--- config.mk ---
export PLATFORM = sky130hd
export DESIGN_NAME = spy_analog_input
export DESIGN_NICKNAME = d
export VERILOG_FILES = /design/src/rtl/spy_input_pkg.sv /design/src/rtl/slew_limiter.sv /design/src/rtl/spy_analog_input.sv
export SDC_FILE = /design/constraint.sdc
export NUM_CORES = 1
export LEC_CHECK = 0
export ABC_AREA = 1
export BUFFER_PORTS_ARGS = -buffer_cell sky130_fd_sc_hd__buf_2
export CORE_MARGIN = 2
export CORE_UTILIZATION = 45
export DETAILED_ROUTE_END_ITERATION = 7
export PLACE_DENSITY = 0.63
export SYNTH_ARGS = -nofsm -noshare
export SYNTH_HDL_FRONTEND = slang
export SYNTH_SLANG_ARGS = --single-unit
--- constraint.sdc ---
create_clock -name clock_40 -period 2.9 [get_ports clock_40]
set_input_delay 0.435 -clock clock_40 [delete_from_list [all_inputs] [get_ports clock_40]]
set_output_delay 0.435 -clock clock_40 [all_outputs]
set_load 0.02 [all_outputs]
--- src/rtl/spy_input_pkg.sv ---
// spy_input_pkg: shared state enum, axis type and centre/idle constants for the analog input block
package spy_input_pkg;
  typedef logic [7:0] axis_t;
  typedef enum logic [2:0] {IDLE, CAPTURE, TARGET, SLEW, COMMIT} state_t;
  localparam axis_t STEER_CENTRE = 8'h70;
  localparam axis_t GAS_IDLE = 8'h01;
endpackage

--- src/rtl/slew_limiter.sv ---
// slew_limiter: moves cur toward tgt by at most up (rising) or dn (falling), landing exactly on tgt
module slew_limiter
  import spy_input_pkg::*;
(
  input  axis_t cur,
  input  axis_t tgt,
  input  axis_t up,
  input  axis_t dn,
  output axis_t nxt
);
  logic signed [8:0] d;
  assign d = $signed({1'b0, tgt}) - $signed({1'b0, cur});
  assign nxt = (d > $signed({1'b0, up})) ? cur + up :
               (d < -$signed({1'b0, dn})) ? cur - dn : tgt;
endmodule

--- src/rtl/spy_analog_input.sv ---
// spy_analog_input: per-frame analog stick to steering/gas conversion with deadzone and slew limiting
module spy_analog_input
  import spy_input_pkg::*;
#(
  parameter int DEADZONE   = 8,
  parameter int STEER_STEP = 4,
  parameter int GAS_UP     = 8,
  parameter int GAS_DN     = 16
) (
  input  logic        clock_40,
  input  logic        reset,
  input  logic        vsync,
  input  logic [15:0] joy_a,
  output logic [7:0]  steering,
  output logic [7:0]  gas,
  output logic        upd,
  output logic        busy
);
  localparam logic signed [8:0] DZ = 9'(DEADZONE);
  localparam axis_t SS = 8'(STEER_STEP);
  localparam axis_t GU = 8'(GAS_UP);
  localparam axis_t GD = 8'(GAS_DN);
  state_t state, state_nx;
  logic vsync_q, pending, tick;
  axis_t x_s, y_s, steer_t, gas_t, steer_r, gas_r, steer_nx, gas_nx, steer_tg, gas_tg;
  logic signed [8:0] xs, ax, ys, ny;
  logic signed [7:0] xh;
  assign tick = vsync & ~vsync_q;
  assign xs = {x_s[7], x_s};
  assign ax = xs[8] ? -xs : xs;
  assign xh = $signed(x_s) >>> 1;
  assign steer_tg = (ax <= DZ) ? STEER_CENTRE : STEER_CENTRE + axis_t'(xh);
  assign ys = {y_s[7], y_s};
  assign ny = -ys;
  assign gas_tg = (ys >= -DZ) ? GAS_IDLE : {(ny > 9'sd127) ? 7'h7f : ny[6:0], 1'b1};
  slew_limiter u_steer (.cur(steer_r), .tgt(steer_t), .up(SS), .dn(SS), .nxt(steer_nx));
  slew_limiter u_gas   (.cur(gas_r),   .tgt(gas_t),   .up(GU), .dn(GD), .nxt(gas_nx));
  always_comb begin
    state_nx = state;
    case (state)
      IDLE:    state_nx = (tick | pending) ? CAPTURE : IDLE;
      CAPTURE: state_nx = TARGET;
      TARGET:  state_nx = SLEW;
      SLEW:    state_nx = COMMIT;
      default: state_nx = IDLE;
    endcase
  end
  // outputs load on the SLEW->COMMIT edge so new values are valid while upd is high
  always_ff @(posedge clock_40 or posedge reset) begin
    if (reset) begin
      state   <= IDLE;
      vsync_q <= 1'b0;
      pending <= 1'b0;
      x_s     <= '0;
      y_s     <= '0;
      steer_t <= STEER_CENTRE;
      gas_t   <= GAS_IDLE;
      steer_r <= STEER_CENTRE;
      gas_r   <= GAS_IDLE;
    end else begin
      state   <= state_nx;
      vsync_q <= vsync;
      pending <= (state == IDLE) ? 1'b0 : pending | tick;
      if (state == CAPTURE) {y_s, x_s} <= joy_a;
      if (state == TARGET) begin
        steer_t <= steer_tg;
        gas_t   <= gas_tg;
      end
      if (state == SLEW) begin
        steer_r <= steer_nx;
        gas_r   <= gas_nx;
      end
    end
  end
  assign steering = steer_r;
  assign gas = gas_r | 8'h01;
  assign upd = (state == COMMIT);
  assign busy = (state != IDLE);
endmodule

Yosys cells after proc, flatten, opt, wreduce, memory -nomap -nowiden
Index checks and enable logic that the tools add are counted.
- bits in registers: 53
- output and inout port bits: 18
- memory bits (writable): 0
- bits in latches: 0
- input bits: 19
- memory bits (read-only): 0
- memories kept: 0
- $mul: 0
- shift operators: 0
- muxes and demuxes: 11
- bitwise operators: 3
- reductions and logical operators: 2
- div/mod/pow operators: 0
- add/sub/neg operators: 9
- order comparisons: 7
- equal/unequal tests: 4
- operator list (kind ; number):
    2-to-1 mux 8 bit ; 6
    negator 8 -> 9 bit ; 2
    subtractor 8 x 8 -> 9 bit ; 2
    one-hot mux 3 bit (4 select lines) ; 1
    greater-than comparator 9 x 4 -> 1 bit, second input constant ; 1
    greater-than comparator 9 x 5 -> 1 bit, second input constant ; 1
    greater-than comparator 9 x 8 -> 1 bit, second input constant ; 1
    <= comparator 9 x 5 -> 1 bit, second input constant ; 1
    less-than comparator 9 x 3 -> 1 bit, second input constant ; 1
    less-than comparator 9 x 5 -> 1 bit, second input constant ; 1
    2-to-1 mux 9 bit ; 1
    adder 7 x 8 -> 8 bit, first input constant ; 1
    adder 8 x 3 -> 8 bit, second input constant ; 1
    adder 8 x 4 -> 8 bit, second input constant ; 1
    greater-or-equal comparator 8 x 4 -> 1 bit, second input constant ; 1
    subtractor 8 x 3 -> 8 bit, second input constant ; 1
    subtractor 8 x 5 -> 8 bit, second input constant ; 1
    2-to-1 mux 7 bit ; 1
    equality test 3 x 2 -> 1 bit, second input constant ; 2
    equality test 3 x 1 -> 1 bit, second input constant ; 1
    equality test 3 bit, second input constant ; 1
    zero test 3 bit ; 1
    nonzero test 3 bit ; 1
    2-to-1 mux 1 bit ; 2
    other kinds (3) ; 3

Logic depth before layout (Yosys ltp)
- depth after elaboration: 5
- mapped depth: 18

By module
A second synthesis with hierarchy kept.
- cell total of the unflattened synthesis: 834
- area total of the unflattened synthesis: 5830.6 um^2
- by module, submodules not included (module ; sequential area each (um^2) ; instances ; cells each ; area an instance (um^2)):
    spy_analog_input ; 1310.0 ; 1 ; 295 ; 2489.9
    slew_limiter at u_gas ; 0.0 ; 1 ; 271 ; 1677.9
    slew_limiter at u_steer ; 0.0 ; 1 ; 268 ; 1662.8

Worst setup path after synthesis
OpenSTA, ideal clock, no wires.
- path type: register to register
- start point: register steer_r[4], in the netlist steering[4]
- end point: register steer_r[2], in the netlist steering[2]
- setup slack: 0.530 ns
- library setup time: 0.117 ns
- cell stages (with the launch flop): 18
- buffers on the path: 1
- clock period less this slack: 2.370 ns
- data arrival time: 2.254 ns
- cell sequence: dfstp_2 clkbuf_1 inv_1 ha_1 nand2_1 nand2_1 a21oi_2 nand2_1 nand2_1 nand2_4 nor2_4 nand2_4 nand2_4 nand2_4 nand2_1 nand2_1 nand2_1 nand2_1
- word-level cells in the longest chain between the ends: 4
- elaborated cells on any way between the ends: 5
- those cells by class: add/sub: 1; order compare: 2; mux: 2
- RTL lines (element ; RTL line ; source):
    start: declaration ; spy_analog_input.sv:25 ; axis_t x_s, y_s, steer_t, gas_t, steer_r, gas_r, steer_nx, gas_nx, steer_tg, gas_tg;
    start signal: assignment ; spy_analog_input.sv:70 ; steer_r <= steer_nx;
    subtractor 8 x 8 -> 9 bit (*) ; slew_limiter.sv:12 ; assign d = $signed({1'b0, tgt}) - $signed({1'b0, cur});
    less-than comparator 9 x 3 -> 1 bit ; slew_limiter.sv:14 ; (d < -$signed({1'b0, dn})) ? cur - dn : tgt;
    2-to-1 mux 8 bit ; slew_limiter.sv:14 ;
    2-to-1 mux 8 bit (*) ; slew_limiter.sv:13 ; assign nxt = (d > $signed({1'b0, up})) ? cur + up :
Every way passes the cells marked *; elsewhere a longest branch is shown, timed or not.
A chain may end at the register's enable or synchronous reset.

Final worst setup path
- start point: register steer_r[5], in the netlist steering[5]
- end point: register steer_r[6], in the netlist steering[6]
- word-level cells in the longest chain between the ends: 4
- elaborated cells on any way between the ends: 7
- those cells by class: add/sub: 3; order compare: 2; mux: 2
- RTL lines (element ; RTL line):
    subtractor 8 x 8 -> 9 bit ; slew_limiter.sv:12
    less-than comparator 9 x 3 -> 1 bit ; slew_limiter.sv:14
    2-to-1 mux 8 bit ; slew_limiter.sv:14
    2-to-1 mux 8 bit (*) ; slew_limiter.sv:13
Marked as above.

==> run_results.csv <==
group,metric,value,unit
cts,worstSkewPairLatency,0.31,ns
timing,max_slew_margin,0.457,
layout,num_antenna_cells,0,
layout,final_layout_size_suffix_gt1_frac,0.204,
synthesis,synth.largest_area_cell,"dfrtp_1",
die,ios,37,
cts,cts_resized,0,
cts,cts_tree,"built",
setup_path,crit_path_end_kind,"flip-flop",
timing,min_period,2.35,ns
setup_path,worst-path-max-fanout,6,
synthesis,synth-simple-area-share,0.348,
synthesis,ys_ff_latch,52,
synthesis,async_reset_ff_frac,1.00,
timing,hold_viol,0,
layout,syn2layout_area_growth,9.27,%
synthesis,yosys-mux-area-fraction,0.00851,
timing,worst_slack,0.553,ns
route,vias_per_cell,4.94,
setup_path,critPathKind,"flip-flop to flip-flop",
synthesis,synth_top_family_by_area,"simple AND/OR/NAND/NOR gates",
synthesis,netlist.area_leader.share,0.284,
synthesis,synth_compound_area_frac,0.0728,
route,final_antenna_net_count,0,
grt,grt_antenna_before_repair,0,
cts,cts_hold_buffers,0,
synthesis,yosysUniqueCellTypes,47,
synthesis,yosys_warnings,0,
placed_design,place_ws,0.564,ns
cts,root_buffer,"clkbuf_8",
grt,grt_pass1_wl,14.6,mm
synthesis,synth-edff-count,0,
cts,cts_setup_buffers,0,
die,die_x,97.9,um
timing,skew,0.0114,ns
hold_path,hold_path.class,"primary input to async pin",
grt,grt_pass1_vias,3205,
placed_design,globalplace.congestion,0.904,
cts,cts_buffers,5,
run_status,status,"finished, final reports clean",
route,wire_per_inst,12.0,um
synthesis,synthAdderAreaFrac,0.0889,
placed_design,io_buffers,35,
die,die_h,97.9,um
timing,drv_slew,0,
timing,worst_pin_slew,0.812,ns
timing,setup_viol,0,
cts,htreeDepth,2,
grt,grt_max_degree,27,
die,core,0.00864,mm^2
grt,overflow,0,
synthesis,synth_flop_cell,"dfrtp_1",
timing,rsz0062_at_grt,"no",
route,wl_met2,3.55,mm
route,drc,0,
route,dr.pass1.iters,4,
route,route.vias.total,3239,
layout,finalNetCount,593,
grt,grtUsageTotal,0.179,
die,die_area,0.00958,mm^2
cts,clock_sinks,52,
timing,final.period_utilization,0.809,
route,drtIter0Drc,123,
layout,instances_no_fill,656,
setup_path,start_kind,"flip-flop",
run,cap_viol_max_count,0,
route,wl_met3,331,um
placed_design,post-place-cells,648,
synthesis,avgSynthCellArea,7.67,um^2
placed_design,dp_hpwl,6.31,mm
timing,fmaxAchievable,426,MHz
synthesis,netlist_area,0.00397,mm^2
synthesis,synth_xor_area_frac,0.0530,
cts,clkTransAtPathRegs,0.10,ns
synthesis,syn_inst,517,
route,wirelength_met1,3.90,mm
setup_path,arrival,2.59,ns
die,initial_core_util,0.459,
cts,clockBufferDepth,2,
setup_path,crit_required,3.14,ns
route,routed.top_layer,"met4",
synthesis,synth_area_leaders,"dfrtp_1 28%, nand2_1 9.7%, ha_1 7.9%",
die,rows,34,
synthesis,synthesis.nets,563,
synthesis,ys_seq_area_frac,0.330,
route,drt_wl_total,7.86,mm
timing,final.setup.tns,0,ns
[worst max-delay path, cell delays in order, from the launching register on]
cell	delay [ns]
dfstp_2	0.57
inv_1	0.11
ha_1	0.38
a21oi_1	0.27
nand3_2	0.14
nand2_4	0.09
nand2_4	0.06
nor2_4	0.12
nand3_4	0.13
nand2_8	0.11
nand3_1	0.09
nand2_1	0.08
nor2_1	0.04
nor2_1	0.09
[area by class of cell]
| cell class | instances | area, um^2 |
|---|---|---|
| clock buffers | 6 | 72.6 |
| clock inverters | 2 | 38.8 |
| fillers | 860 | 4300 |
| inverters | 77 | 293 |
| multi-input cells | 371 | 2270 |
| flip-flops and latches | 52 | 1310 |
| well taps | 108 | 135 |
| repair buffers | 40 | 213 |
[cells by family after synthesis]
family          Yosys count
simple gates            268
buf+inv                  94
flops                    52
compound gates           48
fa+ha+maj                27
xor+xnor                 24
mux                       3
other cells               1
[routing by layer]
layer,global-route usage,up-vias
met3,0.0379,6
met2,0.287,55
li1,-,1707
met1,0.254,1471
met4,0.0321,0
met5,0,-
[cells in the mapped netlist (3+ instances only)]
| master | count |
|---|---|
| nand3_2 | 5 |
| ha_1 | 25 |
| xnor2_1 | 5 |
| a31oi_1 | 3 |
| nand3b_1 | 4 |
| nand4_1 | 10 |
| clkbuf_1 | 6 |
| nor2_2 | 6 |
| dfstp_2 | 7 |
| inv_1 | 70 |
| nand2_1 | 103 |
| nor3_1 | 10 |
| dfrtp_1 | 45 |
| buf_4 | 8 |
| o21ai_0 | 8 |
| a21oi_1 | 18 |
| nand2_4 | 11 |
| inv_2 | 3 |
| nor2_4 | 3 |
| nand3_1 | 50 |
| xor2_1 | 19 |
| o22ai_1 | 3 |
| nor2_1 | 46 |
| nand2_2 | 11 |
| nand3_4 | 3 |
| mux2_2 | 3 |
| o21ai_1 | 6 |
[sequential cells by signal, summed over array words and instances, names as in the netlist]
name,cells
pending,1
gas_r,8
y_s,8
steer_t,8
gas_t,7
state,3
x_s,8
steering,8
vsync_q,1
[cells in the final DEF (no fill, tap or decap), types with 3 or more instances in the layout]
cell type  Yosys  routed
nand2_4       11      11
nand3_4        3       3
xor2_1        19      19
nand2_1      103     103
clkbuf_8       0       5
nand3b_1       4       4
nand4_1       10      10
dfrtp_1       45      45
a31oi_1        3       3
inv_2          3       4
nor2_2         6       6
buf_4          8       5
o21ai_1        6       6
dfstp_2        7       7
nand3_1       50      50
a21oi_1       18      18
ha_1          25      25
nor3_1        10       9
buf_2          2      35
nor2_1        46      46
o21ai_0        8       8
inv_1         70      69
nor2_4         3       3
o22ai_1        3       3
nand2_2       11      11
nand3_2        5       5
xnor2_1        5       5
mux2_2         3       3
[metrics by stage]
stage	utilization	cell area [um^2]	hold slack, ns
floorplan	-	3970	0.433
global placement	0.489	4220	0.443
global route	0.502	4340	0.186
CTS	0.502	4340	0.155
finish	0.502	4340	0.147
detailed placement	0.489	4220	0.449
[final timing paths]
kind / from / endpoint / slack, ns / cells past startpoint
setup / recovery: steering[5]$_DFFE_PP1P_ / steering[6]$_DFFE_PP1P_ / 0.55 / 13
hold / removal: reset / pending$_DFF_PP0_ / 0.15 / 2
setup reg to reg: steering[5]$_DFFE_PP1P_ / steering[6]$_DFFE_PP1P_ / 0.55 / 13
hold reg to reg: gas_r[0]$_DFFE_PP1P_ / gas_r[0]$_DFFE_PP1P_ / 0.46 / 2
max in group asynchronous: reset / steering[5]$_DFFE_PP1P_ / 2.06 / 3
min in group clock_40: vsync / vsync_q$_DFF_PP0_ / 0.24 / 1
Power is left out: the tool's default activity adds up to more than one toggle a clock period on the data nets, which glitch-free logic cannot reach.
